### src/rtl/axis_packet_arbiter.sv
// rtl/axis_packet_arbiter.sv - packet-granular round-robin arbiter for NUM_REQ AXI-Stream sources
// Optional registered output (2-entry skid) when AXIS_ARB_OUT_REG_EN is defined.
module axis_packet_arbiter #(
  parameter int NUM_REQ    = 4,
  parameter int DATA_WIDTH = 8
) (
  input  logic                          clk,
  input  logic                          rst_n,
  input  logic [NUM_REQ*DATA_WIDTH-1:0] s_tdata,
  input  logic [NUM_REQ-1:0]            s_tvalid,
  input  logic [NUM_REQ-1:0]            s_tlast,
  output logic [NUM_REQ-1:0]            s_tready,
  output logic [DATA_WIDTH-1:0]         m_tdata,
  output logic                          m_tvalid,
  output logic                          m_tlast,
  input  logic                          m_tready,
  output logic [$clog2(NUM_REQ)-1:0]    grant,
  output logic                          grant_valid
);
  localparam int GW = $clog2(NUM_REQ);

  typedef enum logic {IDLE, BUSY} state_e;

  state_e                state_q;
  logic [GW-1:0]         grant_q;
  logic [GW-1:0]         rr_ptr_q;
  logic                  grant_valid_q;

  logic [DATA_WIDTH-1:0] lane_data [NUM_REQ];
  logic                  busy;
  logic                  own_tvalid;
  logic                  own_tlast;
  logic [DATA_WIDTH-1:0] own_tdata;
  logic [GW-1:0]         g_next;
  logic [GW-1:0]         search_ptr;
  logic [NUM_REQ-1:0]    req;
  logic [GW:0]           pos;
  logic                  arb_found;
  logic [GW-1:0]         arb_idx;
  logic                  pkt_end;

  for (genvar i = 0; i < NUM_REQ; i++) begin : g_lane
    assign lane_data[i] = s_tdata[i*DATA_WIDTH +: DATA_WIDTH];
  end

  assign busy       = (state_q == BUSY);
  assign own_tvalid = s_tvalid[grant_q];
  assign own_tlast  = s_tlast[grant_q];
  assign own_tdata  = lane_data[grant_q];
  assign g_next     = (grant_q == GW'(NUM_REQ - 1)) ? '0 : grant_q + 1'b1;
  assign search_ptr = busy ? g_next : rr_ptr_q;

  // The finishing owner is masked so it goes to the back of the round-robin order.
  always_comb begin
    req = s_tvalid;
    if (busy) req[grant_q] = 1'b0;
  end

  always_comb begin
    arb_found = 1'b0;
    arb_idx   = '0;
    pos       = '0;
    for (int k = NUM_REQ - 1; k >= 0; k--) begin
      pos = {1'b0, search_ptr} + (GW+1)'(k);
      if (pos >= (GW+1)'(NUM_REQ)) pos = pos - (GW+1)'(NUM_REQ);
      if (req[pos[GW-1:0]]) begin
        arb_found = 1'b1;
        arb_idx   = pos[GW-1:0];
      end
    end
  end

  always_ff @(posedge clk or negedge rst_n) begin
    if (!rst_n) begin
      state_q       <= IDLE;
      grant_q       <= '0;
      rr_ptr_q      <= '0;
      grant_valid_q <= 1'b0;
    end else begin
      case (state_q)
        IDLE: begin
          if (arb_found) begin
            state_q       <= BUSY;
            grant_q       <= arb_idx;
            grant_valid_q <= 1'b1;
          end
        end
        BUSY: begin
          if (pkt_end) begin
            rr_ptr_q <= g_next;
            if (arb_found) begin
              grant_q <= arb_idx;
            end else begin
              state_q       <= IDLE;
              grant_valid_q <= 1'b0;
            end
          end
        end
        default: state_q <= IDLE;
      endcase
    end
  end

  assign grant       = grant_q;
  assign grant_valid = grant_valid_q;

`ifdef AXIS_ARB_OUT_REG_EN
  logic                  out_valid_q;
  logic                  out_last_q;
  logic [DATA_WIDTH-1:0] out_data_q;
  logic                  skid_valid_q;
  logic                  skid_last_q;
  logic [DATA_WIDTH-1:0] skid_data_q;
  logic                  up_ready;
  logic                  up_hs;

  // Upstream readiness depends only on skid occupancy, never on m_tready.
  assign up_ready = busy & ~skid_valid_q;
  assign up_hs    = up_ready & own_tvalid;
  assign pkt_end  = up_hs & own_tlast;

  always_comb begin
    s_tready = '0;
    if (busy) s_tready[grant_q] = up_ready;
  end

  always_ff @(posedge clk or negedge rst_n) begin
    if (!rst_n) begin
      out_valid_q  <= 1'b0;
      out_last_q   <= 1'b0;
      out_data_q   <= '0;
      skid_valid_q <= 1'b0;
      skid_last_q  <= 1'b0;
      skid_data_q  <= '0;
    end else if (m_tready || !out_valid_q) begin
      if (skid_valid_q) begin
        out_valid_q  <= 1'b1;
        out_last_q   <= skid_last_q;
        out_data_q   <= skid_data_q;
        skid_valid_q <= 1'b0;
      end else begin
        out_valid_q <= up_hs;
        out_last_q  <= own_tlast;
        out_data_q  <= own_tdata;
      end
    end else if (up_hs) begin
      skid_valid_q <= 1'b1;
      skid_last_q  <= own_tlast;
      skid_data_q  <= own_tdata;
    end
  end

  assign m_tvalid = out_valid_q;
  assign m_tlast  = out_last_q;
  assign m_tdata  = out_data_q;
`else
  assign pkt_end = busy & own_tvalid & m_tready & own_tlast;

  always_comb begin
    s_tready = '0;
    if (busy) s_tready[grant_q] = m_tready;
  end

  assign m_tvalid = busy & own_tvalid;
  assign m_tlast  = busy & own_tlast;
  assign m_tdata  = busy ? own_tdata : '0;
`endif

endmodule

### config.mk
export PLATFORM = sky130hd
export DESIGN_NAME = axis_packet_arbiter
export DESIGN_NICKNAME = d
export VERILOG_FILES = /design/src/rtl/axis_packet_arbiter.sv
export SDC_FILE = /design/constraint.sdc
export NUM_CORES = 1
export LEC_CHECK = 0
export BUFFER_PORTS_ARGS = -buffer_cell sky130_fd_sc_hd__buf_4
export CORE_ASPECT_RATIO = 0.8
export CORE_UTILIZATION = 43
export DETAILED_ROUTE_END_ITERATION = 8
export PLACE_DENSITY = 0.85
export SLEW_MARGIN = 20
export SYNTH_ARGS = -nofsm -noshare
export SYNTH_HDL_FRONTEND = slang
export SYNTH_SLANG_ARGS = --single-unit
export TNS_END_PERCENT = 1
### constraint.sdc
create_clock -name clk -period 6.43 [get_ports clk]
set_input_delay 0.643 -clock clk [delete_from_list [all_inputs] [get_ports clk]]
set_output_delay 0.643 -clock clk [all_outputs]
set_load 0.005 [all_outputs]
; ---- Yosys cells after proc, flatten, opt, wreduce, memory -nomap -nowiden
; Cells that the tools add are included.
[op_classes]
n_addsub = 8
multipliers = 0
div_mod_pow = 0
order_cmp = 11
n_eq_ne = 4
shifts = 0
mux = 44
n_bitwise = 9
n_reduce_logical = 3
[op_table]
columns = op, n
row1 = $mux 2, 12
row2 = $mux 8, 3
row3 = $bmux 8 s2, 1
row4 = $mux 1, 16
row5 = $lt 2x3->1 const B, 5
row6 = $bmux 1 s2, 6
row7 = $ge 3x3->1 const B, 4
row8 = $and 4x4->4, 2
row9 = $mux 4, 2
row10 = $sub 2x1->2 const B, 4
row11 = $add 2x2->3 const B, 2
row12 = $and 1x1->1, 4
row13 = $ne 2x2->1 const B, 2
row14 = $not 4->4, 1
row15 = $pmux 1 s2, 2
row16 = $pmux 2 s2, 1
row17 = $add 2x1->3 const B, 1
row18 = $ge 2x3->1 const B, 1
row19 = $not 2->3, 1
row20 = $reduce_and 3->1, 1
row21 = $add 2x1->2 const B, 1
row22 = $demux 1 s2, 1
row23 = $eq 2x2->1 const B, 1
row24 = $ge 2x1->1 const B, 1
row25 = 4 further kinds, 4
[totals]
reg_bits = 6
latchBits = 0
ram_bits = 0
mem_bits_ro = 0
inputBits = 43
output_inout_bits = 17
wordCells = 83
n_memories = 0

; ---- Logic depth before layout (Yosys ltp)
[depth]
ltp_word = 16
mapped_depth = 7
depth_no_buf = 6

; ---- Least setup slack after synthesis
; No wires, ideal clock.
[synth_path]
path_type = register to register
startpoint = register grant_q[0] (netlist: grant[0])
endpoint = register grant_q[1] (netlist: grant[1])
arrival_time_ps = 2052
path_slack_ps = 4246
path_stages_with_launch = 8
period_less_slack_ps = 2184
path_cell_list = dfrtp_1 -> buf_2 -> inv_1 -> ha_1 -> mux2_2 -> or3_1 -> a21oi_1 -> o41ai_1
[synth_lines]
columns = item, line
row1 = from (decl), 25  ; logic [GW-1:0] grant_q;
row2 = from (signal assigned), 84  ; grant_q <= arb_idx;
row3 = from (signal assigned), 92  ; grant_q <= arb_idx;
row4 = $add 2x1->2 or $eq 2x2->1 (tied branches), 50  ; assign g_next = (grant_q == GW'(NUM_REQ - 1)) ? '0 : grant_q + 1'b1;
row5 = $mux 2 *, 50
row6 = named net g_next[1], 34  ; logic [GW-1:0] g_next;
row7 = $mux 2 *, 51  ; assign search_ptr = busy ? g_next : rr_ptr_q;
row8 = $add 2x2->3, 64  ; pos = {1'b0, search_ptr} + (GW+1)'(k);
row9 = $ge 3x3->1 or $sub 2x1->2 (tied branches), 65  ; if (pos >= (GW+1)'(NUM_REQ)) pos = pos - (GW+1)'(NUM_REQ);
row10 = $mux 2, 65
row11 = $bmux 1 s2, 66  ; if (req[pos[GW-1:0]]) begin
row12 = $mux 1 (not written as such), 66
row13 = $mux 2 or $mux 1 (tied branches) (4 in series), 66
row14 = $mux 2 *, "82, 91"
row15 = $mux 2, 89  ; if (pkt_end) begin
row16 = $pmux 2 s2 *, 80  ; case (state_q)
; The timed path passes the listed nets; every way through them passes the cells marked *. The select of a mux whose other input is x is not followed.
; A chain may end at the register's enable or synchronous reset.

; ---- Final worst setup path
[layout_path]
startpoint = register grant_q[0] (netlist: grant[0])
endpoint = output port m_tlast
[layout_between]
elab_chain_len = 3
[layout_rtl]
columns = item, line
row1 = $bmux 1 s2, 48  ; assign own_tlast = s_tlast[grant_q];
row2 = $mux 1 (not written as such), 48
row3 = $and 1x1->1, 165  ; assign m_tlast = busy & own_tlast;
row4 = to (decl), 15  ; output logic m_tlast,
; No other way between the ends. The select of a mux whose other input is x is not followed.

==> impl_results.md <==
- TritonCTS Buffers: 3
- Critical path data required time: 5790 ps
- Post-Syn Nets: 123
- Worst Setup EP: m_tlast
- Row count: 13
- Post-Syn Area: 797.0 um2
- Worst setup EP type: output pin
- Area delta synth->final: 59.34%
- Synth warn: 0
- Vias in the first global route: 776
- Synthesized area per cell: 10.49 um2
- R2R depth: 5
- Gr usage total: 24.43%
- Crit path largest cell delay: 830 ps
- Critical Path Start: grant[0]
- Final Core Density: 75.80%
- PortBufs: 59
- Root buf cell: clkbuf_4
- ANT cells: 0
- Die area: 0.002031 mm2
- Worst-margin pin slew: 755.4 ps
- Core ar.: 0.001675 mm2
- Startpoint type of the worst setup path: register
- Status: finished clean
- CTS tree: yes
- Largest net degree at the start of global routing: 27
- Die Wd: 50.14 um
- Max-cap check violation count: 0
- Critical-path cell list: mux4_2, and2_1, buf_4
- CTS HTree Levels: 1
- Setup WS post-layout: 3796 ps
- Post-DP HPWL: 2005 um
- Unrepaired setup endpoints after global routing: no
- Finished Cell Area: 0.001270 mm2
- Power Total: 440.1 uW
- CTS Hold Buffers Added: 0
- # clock sinks: 6
- VDD IR-drop max: 0.0002580 V
- Final worst-path cycle share: 40.97%
- Skew-Pair Late Insertion Delay: 240 ps
- Vias after detailed routing: 849
- Worst Skew: 2.548 ps
- Critical-path maximum fanout: 17
- Postcts setup bufs: 0
- Int Power: 264.8 uW
- Initial antenna violation count: 0
- Dpl ws: 3987 ps
- Slew Limit Fails: 0
- CP Class: register to output pin
- Wire length per cell: 15.90 um
- Final Hold Fails: 0
- Top delay family on crit path: flip-flops
- Sw power: 175.3 uW
- Flop2flop setup slack: 3990 ps
- Gr ovfl total: 0
- Initial core utilization: 47.57%
- Hold Path Class: input pin to asynchronous set/reset pin
- # IOs: 60
- Worst rel slew slack: 49.64%
- Power density cells: 346.5 mW/mm2
- Comb pwr share: 70.4%
- Buffers & Inverters on Critical Path: 1
- Cell depth of the worst setup path: 3
- Post-layout min period: 2634 ps
- Net Sw Frac: 39.84%
- Fraction of layout cells with a size suffix above 1: 55.97%
- # DRC: 0
- Static leakage: 0.6054 nW
- Initial DRC count: 8
- Clock buffer depth: 2
- Sequential share of the synthesized area: 18.84%
- Setup-failing EPs final: 0
- Critical Path AT: 1990 ps
- Antenna-violating nets left: 0
- Chip height: 40.51 um
- Post-CTS resize count: 0
- Reg2Reg Launch Point: grant[0]
- Clk network pwr share: 7.8%
- DRT Pass-1 Iters: 4
- Number of synthesized register bits: 6
- Non-Filler Instances: 156
- Synth Instances: 76
- Synth unique cells: 31
- Vias per cell: 5.442
- Cell Area, Placed: 0.001247 mm2
- Post-Place Cells: 153
- Slowest cell on crit path: dfrtp_1
- Worst hold slack: 202.4 ps
- F_max: 0.3796 GHz
- First-pass GRT wire length: 3525 um
- Sequential Power Share: 21.8%
- Placer Congestion: 0.7827
- Setup TNS: 0 ps
- # nets final: 183
- Worst-path clk slew: 50 ps
- Final wirelength: 2480 um
- Worst r2r dst: grant[0]
-- placed cells by master, fill, tap and decap left out --
cell,count
mux4_1,1
nor3b_1,1
nand2b_1,1
a21bo_2,1
a31oi_1,1
o211ai_1,1
clkbuf_4,3
nor2b_1,1
o22a_1,1
o31ai_1,1
mux2i_1,1
nor2_1,2
and2_1,10
o32ai_1,1
o21ai_0,3
a2111oi_4,1
inv_1,4
nand4_1,1
dfrtp_1,6
a21boi_0,4
o41ai_1,2
a21oi_1,3
and3_1,4
buf_4,59
ha_1,4
nand2_1,5
or3_1,1
mux4_2,9
mux2_2,2
-- cell type report --
class,count,area [um2]
Timing Repair Buffer,59,442.9
Fill cell,122,405.4
Multi-Input combinational cell,62,611.8
Sequential cell,6,150.1
Tap cell,22,27.53
Inverter,4,15.01
Clock buffer,3,22.52
-- how the worst min path moves through the flow --
stage,start,to,depth (start not counted)
final,rst_n,busy,1
after global placement,rst_n,grant_valid,1
after global routing,rst_n,busy,1
after floorplan,rst_n,busy,0
after CTS,rst_n,busy,1
after detailed placement,rst_n,grant_valid,1
-- power by group through the flow --
stage / Combinational (mW) / Clock [mW] / Sequential (mW)
after floorplan: 0.207 / 0 / 0.0703
after global placement: 0.296 / 0 / 0.0966
after detailed placement: 0.308 / 0 / 0.0975
after CTS: 0.309 / 0.0352 / 0.0972
after global routing: 0.338 / 0.0374 / 0.103
final: 0.310 / 0.0343 / 0.0959
-- state kept, by name, summed over array words and instances (netlist names) --
name         cells
grant            2
busy             1
rr_ptr_q         2
grant_valid      1
-- metal layers --
metal | routed length (um) | vias to the layer above | global-route usage (%) | part of all wire, %
li1 | - | 413 | - | -
met1 | 1008 | 401 | 30.34 | 41
met2 | 1349 | 31 | 45.33 | 54
met3 | 78 | 4 | 0 | 3.1
met4 | 43 | 0 | 13.57 | 1.7
met5 | 0 | - | 0 | 0
-- cells in the mapped netlist (all sizes together) --
cell type / instances / area share (%)
and2: 10 / 7.8
mux4: 10 / 29
dfrtp: 6 / 19
nand2: 5 / 2.4
a21boi: 4 / 3.8
and3: 4 / 3.1
ha: 4 / 6.3
inv: 4 / 1.9
a21oi: 3 / 1.9
buf: 3 / 2.0
o21ai: 3 / 1.9
mux2: 2 / 2.8
nor2: 2 / 0.94
o41ai: 2 / 2.2
a2111oi: 1 / 3.5
a21bo: 1 / 1.3
a31oi: 1 / 0.79
clkbuf: 1 / 0.47
mux2i: 1 / 1.3
nand2b: 1 / 0.79
nand4: 1 / 0.79
nor2b: 1 / 0.79
nor3b: 1 / 0.94
o211ai: 1 / 0.94
o22a: 1 / 1.1
o31ai: 1 / 0.94
o32ai: 1 / 1.1
or3: 1 / 0.79
-- worst reg2reg max path: stages (launching register included) --
cell and delay [ps]:
dfrtp_1 830, inv_1 150, ha_1 240, a21boi_0 560, a2111oi_4 140, o41ai_1 400
-- cell families after synthesis --
kind of cell | Yosys count | share of synthesized area, %
AO/OA/AOI/OAI | 19 | 19.31
buffers and inverters | 8 | 4.394
flip-flops | 6 | 18.84
multiplexers | 13 | 32.81
adder cells (fa/ha/maj) | 4 | 6.280
AND/OR/NAND/NOR | 26 | 18.37
Note: power is estimated with default switching activity, not from simulation.
